File: config.mk
export PLATFORM = sky130hd
export DESIGN_NAME = load_store_unit
export DESIGN_NICKNAME = d
export VERILOG_FILES = /design/src/rtl/load_store_unit.sv
export SDC_FILE = /design/constraint.sdc
export NUM_CORES = 1
export LEC_CHECK = 0
export ABC_CLOCK_PERIOD_IN_PS = 10350
export BUFFER_PORTS_ARGS = -buffer_cell sky130_fd_sc_hd__buf_2
export CAP_MARGIN = 20
export CORE_ASPECT_RATIO = 1.2
export CORE_MARGIN = 5
export CORE_UTILIZATION = 25
export DETAILED_ROUTE_END_ITERATION = 8
export PLACE_DENSITY = 0.53
export SYNTH_ARGS = -nofsm -noshare
export SYNTH_HDL_FRONTEND = slang
export SYNTH_SLANG_ARGS = --single-unit
File: constraint.sdc
create_clock -name clk -period 10.35 [get_ports clk]
set_input_delay 2.07 -clock clk [delete_from_list [all_inputs] [get_ports clk]]
set_output_delay 2.07 -clock clk [all_outputs]
set_load 0.02 [all_outputs]
File: src/rtl/load_store_unit.sv
// load_store_unit: data-memory initiator with sub-word access, alignment checks and read-modify-write stores
module load_store_unit (
    input  logic        clk,
    input  logic        reset,
    input  logic        req_valid,
    output logic        req_ready,
    input  logic        req_write,
    input  logic [1:0]  req_size,
    input  logic        req_unsigned,
    input  logic [31:0] req_address,
    input  logic [31:0] req_wdata,
    output logic        resp_valid,
    output logic [31:0] resp_rdata,
    output logic        resp_error,
    output logic [31:0] mem_address,
    output logic [31:0] mem_write_data,
    input  logic [31:0] mem_read_data,
    output logic        mem_read,
    output logic        mem_write
);
    typedef enum logic [1:0] {IDLE, READ, WRITE, RESP} state_t;
    state_t      state, state_n;
    logic        wr_q, uns_q, err_q;
    logic [1:0]  size_q;
    logic [31:0] addr_q, wdata_q, word_q, merge, load_v;
    logic [7:0]  lane_b;
    logic [15:0] lane_h;
    logic        req_err;
    assign req_err = req_size == 2'b11 || (req_size == 2'b01 && req_address[0])
                     || (req_size == 2'b10 && req_address[1:0] != 2'b00);
    always_ff @(posedge clk or posedge reset) begin
        if (reset) begin
            state   <= IDLE;
            wr_q    <= 1'b0;
            uns_q   <= 1'b0;
            err_q   <= 1'b0;
            size_q  <= 2'b00;
            addr_q  <= '0;
            wdata_q <= '0;
            word_q  <= '0;
        end else begin
            state <= state_n;
            if (state == IDLE && req_valid) begin
                wr_q    <= req_write;
                uns_q   <= req_unsigned;
                err_q   <= req_err;
                size_q  <= req_size;
                addr_q  <= req_address;
                wdata_q <= req_wdata;
            end
            if (state == READ)
                word_q <= mem_read_data;
        end
    end
    always_comb begin
        state_n = state;
        case (state)
            IDLE:    if (req_valid)
                         state_n = req_err ? RESP : (!req_write || req_size != 2'b10) ? READ : WRITE;
            READ:    state_n = wr_q ? WRITE : RESP;
            WRITE:   state_n = RESP;
            default: state_n = IDLE;
        endcase
    end
    // Sub-word stores splice the new lane into the word captured during READ
    always_comb begin
        merge = word_q;
        if (size_q == 2'b00)
            merge[{addr_q[1:0], 3'b000} +: 8] = wdata_q[7:0];
        else if (size_q == 2'b01)
            merge[{addr_q[1], 4'b0000} +: 16] = wdata_q[15:0];
        else
            merge = wdata_q;
    end
    assign lane_b = word_q[{addr_q[1:0], 3'b000} +: 8];
    assign lane_h = word_q[{addr_q[1], 4'b0000} +: 16];
    assign load_v = size_q == 2'b00 ? {{24{~uns_q & lane_b[7]}}, lane_b}
                  : size_q == 2'b01 ? {{16{~uns_q & lane_h[15]}}, lane_h} : word_q;
    assign req_ready      = state == IDLE;
    assign mem_read       = state == READ;
    assign mem_write      = state == WRITE;
    assign mem_address    = (mem_read || mem_write) ? {addr_q[31:2], 2'b00} : 32'd0;
    assign mem_write_data = mem_write ? merge : 32'd0;
    assign resp_valid     = state == RESP;
    assign resp_error     = resp_valid && err_q;
    assign resp_rdata     = (resp_valid && !err_q && !wr_q) ? load_v : 32'd0;
endmodule

==> impl_metrics.env, run 1 <==
export IMPL_yosysWarningCount=0
export IMPL_critPathSlowestCell="dfrtp_2"
export IMPL_clockRootBuffer="clkbuf_16"
export IMPL_ant_nets=0
export IMPL_grt_setup_unrepaired="false"
export IMPL_skew_ns=0.00638
export IMPL_power_density_nw_per_um2=365
export IMPL_ys_flop_type="dfrtp_1"
export IMPL_synthToLayoutAreaGrowth_pct=22.7
export IMPL_tightest_slew_ns=1.06
export IMPL_utilization_pct=31.0
export IMPL_finalSetupViolCount=0
export IMPL_clock_fmax_ghz=0.192
export IMPL_yosys_area_top_type="dfrtp_1"
export IMPL_synth_top_cell_area_share_pct=40.2
export IMPL_drtIter0Drc=489
export IMPL_synth_common_cells="103 x dfrtp_1, 86 x mux2_2, 49 x o21ai_0, 32 x a211oi_1, 32 x a221oi_1"
export IMPL_crit_type="reg -> out"
export IMPL_vdd_drop_max_uv=232
export IMPL_status="complete, no violations"
export IMPL_required_ns=8.28
export IMPL_core_area_um2=25400
export IMPL_nets=864
export IMPL_post_cts_setup_buffers=0
export IMPL_hold_path_class="reg -> reg"
export IMPL_slew_violations=0
export IMPL_fp_dieH_um=185
export IMPL_setup_slack_ns=5.13
export IMPL_cts_resized=0
export IMPL_power_leakage_nw=3.44
export IMPL_grt_pass1_vias=5676
export IMPL_synth_edf_count=0
export IMPL_drive_gt1_share_pct=45.2
export IMPL_synth_area_leaders="dfrtp_1 40%, mux2_2 15%, a221oi_1 4.4%, o21ai_0 3.8%, a211oi_1 3.8%"
export IMPL_wire_per_inst_um=21.1
export IMPL_maxCapViolCount=0
export IMPL_cp_max_fo=34
export IMPL_io_pins=204
export IMPL_grt_overflow_total=0
export IMPL_worstSetupStartpointType="register"
export IMPL_period_share_pct=50.4
export IMPL_post_synth_top_count_cell="dfrtp_1"
export IMPL_async_flop_share_pct=100
export IMPL_cts_tree="done"
export IMPL_hp_start="addr_q[2]"
export IMPL_crit_arrival_ns=3.15
export IMPL_critPathBufInv=2
export IMPL_critPathLaunch="addr_q[1]"
export IMPL_wirelength_um=22900
export IMPL_syn_instance_count=586
export IMPL_dp_cells=1070
export IMPL_dieArea_um2=28900
export IMPL_hpwlAfterDp_um=16700
export IMPL_num_rows=64
export IMPL_clock_sinks=103
export IMPL_path_cells="buf_4, mux2_2, o22ai_2, a2111oi_1, buf_2"
export IMPL_antenna_found_initial=5
export IMPL_crit_family="compound AO/OA/AOI/OAI gates"
export IMPL_grt_max_degree=71
export IMPL_clock_path_buffers=2
export IMPL_start_util_pct=25.2
export IMPL_rr_startpoint="state[0]"
export IMPL_track_usage_pct=15.5
export IMPL_cp_slowest_stage_delay_ns=0.83
export IMPL_ys_ff_latch=103
export IMPL_port_buffers=201
export IMPL_period_minus_slack_ns=5.22
export IMPL_routabilityCongestion=0.822
export IMPL_instances_no_fill=1086
export IMPL_grt_pass1_wl_um=34300
export IMPL_placed_area_um2=7570
export IMPL_vias=5659
export IMPL_drcViolationCount=0
export IMPL_slew_headroom_pct=29.3
export IMPL_drt_pass1_iterations=4
export IMPL_yosysSeqAreaShare_pct=40.2
export IMPL_cts_buffers=9
export IMPL_hold_viol_final=0
export IMPL_vias_per_cell=5.21
export IMPL_die_w_um=156
export IMPL_synth_area_um2=6400
export IMPL_post_synth_cell_area_avg_um2=10.9
export IMPL_fin_area_um2=7860
export IMPL_cts_hold_buffers_added=0
export IMPL_clkTransAtPathRegs_ns=0.08
export IMPL_synthDistinctLibCells=48
export IMPL_clock_latency_ns=0.36
export IMPL_htreeDepth=3
export IMPL_end_kind="output port"
export IMPL_dp_slack_ns=5.50
export IMPL_setup_tns_ns=0
cells by family after synthesis:
family / synth area share (%)
mux: 20.1
flops: 40.2
compound gates: 22.9
simple gates: 8.01
buf+inv: 6.76
other cells: 0.0585
fa+ha+maj: 1.95
metrics by stage:
stage / hold slack (ns) / total power, mW
3_5_place_dp: 0.486 / 2.52
3_3_place_gp: 0.479 / 2.51
6_report: 0.500 / 2.87
5_1_grt: 0.521 / 3.07
2_1_floorplan: 0.471 / 2.03
4_1_cts: 0.503 / 2.89
placed cells by master, fill, tap and decap left out, types with 2 or more instances in the layout:
cell type,netlist,routed
a2111oi_0,7,7
a2111oi_1,13,13
a2111oi_2,11,11
a211oi_1,32,32
a21oi_1,2,2
a221oi_1,32,32
and2_1,31,31
buf_2,16,201
buf_4,4,7
clkbuf_16,0,9
clkinvlp_4,0,2
conb_1,1,2
dfrtp_1,103,102
diode_2,0,2
ha_1,10,9
inv_1,27,26
mux2_2,86,86
mux2i_1,16,16
mux4_2,7,7
nand2_1,20,19
nor2_1,25,25
nor2b_1,2,2
nor3b_2,2,2
nor4bb_1,2,2
o21ai_0,49,49
o22ai_1,31,31
o311ai_0,2,2
worst reg2reg max path: stages, from the launching register on:
cell and delay, ns:
dfrtp_1 0.44, inv_1 0.09, ha_1 0.28, nand2_4 0.73
mux2_2 0.47
sequential cells by signal, summed over array words and instances (netlist names):
signal   cells
addr_q      32
err_q        1
size_q       2
state        2
uns_q        1
wdata_q     32
word_q      32
wr_q         1
worst paths after layout:
check,end,slack [ns],depth (start not counted)
setup / recovery,resp_rdata[14],5.13,5
hold / removal,addr_q[2],0.50,1
setup reg to reg,wdata_q[10],8.22,4
hold reg to reg,addr_q[2],0.50,1
max in group asynchronous,addr_q[1],7.34,3
min in group asynchronous,wdata_q[23],1.85,2
per-layer routing:
layer / track usage, % / up-vias / routed length [um]
li1: - / 2569 / -
met1: 19.1 / 2791 / 9370
met2: 25.2 / 243 / 10900
met3: 3.34 / 50 / 1510
met4: 8.61 / 6 / 1110
met5: 0 / - / 54
cell type report:
| cell class | instances | area [um2] |
|---|---|---|
| Clock inverter | 3 | 45.0 |
| Timing Repair Buffer | 208 | 1060 |
| Inverter | 28 | 108 |
| Sequential cell | 103 | 2580 |
| Antenna cell | 2 | 5.00 |
| Multi-Input combinational cell | 401 | 3410 |
| Clock buffer | 11 | 243 |
| Fill cell | 2693 | 17500 |
| Tap cell | 330 | 413 |
where the power goes:
group	switching, mW	leakage (nW)	internal (mW)
clock network	0.161	0.134	0.192
registers	0.324	1.22	0.608
logic	0.927	2.08	0.655
No activity file was read; power rests on OpenSTA's default activity.
==> run 2, diff against run 1 <==
Settings changed: ABC_AREA from default to 1, ABC_CLOCK_PERIOD_IN_PS 10350 to 4670, PLACE_DENSITY 0.53 to 0.55.
Clock period 10.35 ns to 4.67 ns, I/O delays scaled along.
==> run 2 against run 1 <==
Net effect:
- worst setup slack got worse by 4.3 ns
- first-iteration DRC count decreased by 5.1%
- sequential power increased by 87%
- worst hold slack got worse by 0.020 ns
- power increased by 120%
- cell count increased by 38%
- critical path type unchanged
==> impl_metrics.env, run 2 <==
export IMPL_status="complete, no violations"
export IMPL_hp_start="addr_q[2]"
export IMPL_clock_latency_ns=0.36
export IMPL_crit_arrival_ns=2.95
export IMPL_syn_instance_count=1001
export IMPL_clkTransAtPathRegs_ns=0.08
export IMPL_synthDistinctLibCells=26
export IMPL_wire_per_inst_um=17.4
export IMPL_skew_ns=0.00417
export IMPL_slew_headroom_pct=32.6
export IMPL_instances_no_fill=1501
export IMPL_dp_cells=1484
export IMPL_async_flop_share_pct=100
export IMPL_post_synth_cell_area_avg_um2=6.50
export IMPL_period_share_pct=83.2
export IMPL_synth_area_leaders="dfrtp_1 40%, nand2_1 22%, o21ai_0 10%, inv_1 5.9%, nor2_1 4.4%"
export IMPL_ys_ff_latch=103
export IMPL_power_leakage_nw=4.55
export IMPL_synth_top_cell_area_share_pct=39.6
export IMPL_dieArea_um2=29400
export IMPL_fp_dieH_um=187
export IMPL_cts_tree="done"
export IMPL_hold_viol_final=0
export IMPL_period_minus_slack_ns=3.89
export IMPL_ys_flop_type="dfrtp_1"
export IMPL_fillers=2907
export IMPL_ant_nets=0
export IMPL_power_density_nw_per_um2=792
export IMPL_cp_max_fo=18
export IMPL_clkPwrFrac_pct=14.3
export IMPL_yosys_area_top_type="dfrtp_1"
export IMPL_nets=1278
export IMPL_hold_path_class="reg -> reg"
export IMPL_drcViolationCount=0
export IMPL_grt_max_degree=66
export IMPL_worstSetupStartpointType="register"
export IMPL_clock_path_buffers=2
export IMPL_yosysWarningCount=0
export IMPL_critPathSlowestCell="dfrtp_1"
export IMPL_synthToLayoutAreaGrowth_pct=24.2
export IMPL_grt_overflow_total=0
export IMPL_seq_power_share_pct=27.1
export IMPL_vias=7080
export IMPL_clockRootBuffer="clkbuf_16"
export IMPL_track_usage_pct=17.6
export IMPL_cts_hold_buffers_added=0
export IMPL_htreeDepth=3
export IMPL_top_regs="addr_q: 32 flops, wdata_q: 32 flops, word_q: 32 flops"
export IMPL_yosysSeqAreaShare_pct=39.6
export IMPL_p_sw_mw=3.43
export IMPL_maxCapViolCount=0
export IMPL_end_kind="output port"
export IMPL_core_area_um2=25600
export IMPL_grt_pass1_wl_um=40300
export IMPL_placed_area_um2=7730
export IMPL_holdPathStages=2
export IMPL_fin_area_um2=8080
export IMPL_whs_endpoint="addr_q[2]"
export IMPL_rr_startpoint="state[0]"
export IMPL_drtIter0Drc=464
export IMPL_hpwlAfterDp_um=19600
export IMPL_setup_slack_ns=0.784
export IMPL_cp_slowest_stage_delay_ns=0.62
export IMPL_path_cells="inv_2, ha_1, nand2_1, nor2_1, a21oi_1, nor3b_1, buf_2"
export IMPL_drt_pass1_iterations=5
export IMPL_rr_worst_depth=7
export IMPL_final_common_cell="nand2_1"
export IMPL_p_int_mw=2.97
export IMPL_dp_slack_ns=1.17
export IMPL_port_buffers=201
export IMPL_setup_tns_ns=0
export IMPL_tightest_slew_ns=1.01
export IMPL_cts_buffers=9
export IMPL_mostFrequentLayoutCells="388 x nand2_1, 201 x buf_2, 133 x o21ai_0, 103 x dfrtp_1, 100 x inv_1"
export IMPL_grt_pass1_vias=7034
export IMPL_antenna_found_initial=6
export IMPL_post_synth_top_count_cell="nand2_1"
export IMPL_regToRegSetupSlack_ns=2.49
export IMPL_slew_violations=0
export IMPL_cts_resized=0
export IMPL_synth_area_um2=6510
export IMPL_swShare_pct=53.6
export IMPL_drive_gt1_share_pct=20.6
export IMPL_io_pins=204
export IMPL_clock_sinks=103
export IMPL_synth_edf_count=0
export IMPL_post_cts_setup_buffers=0
export IMPL_wirelength_um=26200
export IMPL_routabilityCongestion=0.905
export IMPL_finalSetupViolCount=0
export IMPL_die_w_um=157
export IMPL_num_rows=64
export IMPL_synth_common_cells="389 x nand2_1, 133 x o21ai_0, 103 x dfrtp_1, 102 x inv_1, 77 x nor2_1"
export IMPL_vias_per_cell=4.72
export IMPL_vdd_drop_max_uv=631
export IMPL_required_ns=3.74
export IMPL_clock_fmax_ghz=0.257
export IMPL_grt_setup_unrepaired="false"
export IMPL_r2r_end="wdata_q[17]"
export IMPL_combinationalPowerShare_pct=58.5
export IMPL_crit_type="reg -> out"
export IMPL_utilization_pct=31.5
export IMPL_start_util_pct=25.4
==> run 2: layout make-up <==
type                            count  area [um2]  share of cell area (%)
Clock inverter                      7         126                    1.56
Clock buffer                        9         225                    2.79
Tap cell                          330         413                    5.11
Sequential cell                   103        2580                    31.9
Multi-Input combinational cell    733        3250                    40.2
Inverter                          105         397                    4.91
Timing Repair Buffer              213        1100                    13.6
Antenna cell                        1        2.50                  0.0310
==> run 2: worst max path at each step <==
stage	startpoint	end	slack, ns	cells past startpoint
6_report	addr_q[1]	mem_write_data[18]	0.78	7
5_1_grt	addr_q[1]	mem_write_data[23]	0.66	7
4_1_cts	addr_q[1]	mem_write_data[18]	0.80	7
3_5_place_dp	addr_q[1]	mem_write_data[18]	1.17	7
3_3_place_gp	addr_q[0]	mem_write_data[18]	1.24	8
2_1_floorplan	reset	addr_q[0]	1.03	1
==> run 2: per-stage QoR <==
stage | power [mW] | hold WS, ns
floorplan | 4.22 | 0.444
global placement | 5.47 | 0.458
detailed placement | 5.49 | 0.464
CTS | 6.44 | 0.484
global route | 6.97 | 0.498
finish | 6.40 | 0.480
==> run 2: worst max-delay path, delay by kind of cell, from the launching register on <==
kind / cells / cell delay (ns)
simple gates: 3 / 0.91
flops: 1 / 0.62
buf+inv: 2 / 0.50
fa+ha+maj: 1 / 0.42
compound gates: 1 / 0.14
==> run 2: layer usage <==
layer,up-vias,global-route usage [%],wire length [um]
met5,-,0,66
li1,3467,-,-
met3,47,4.29,2000
met1,3282,22.8,10900
met4,10,4.93,551
met2,274,29.0,12700
==> run 2: logic make-up after synthesis <==
group | synth area share, %
AOI/OAI and AO/OA | 17.7
adders and majority gates | 1.92
buffers and inverters | 10.7
DFF | 39.6
other | 0.0576
and+or+nand+nor | 30.1
==> run 2: power by group through the flow <==
stage               clock, mW  combinational (mW)  sequential (mW)
floorplan                   0                2.66             1.56
global placement            0                3.74             1.74
detailed placement          0                3.75             1.74
CTS                     0.947                3.76             1.73
global route            0.984                4.21             1.78
finish                  0.919                3.75             1.74
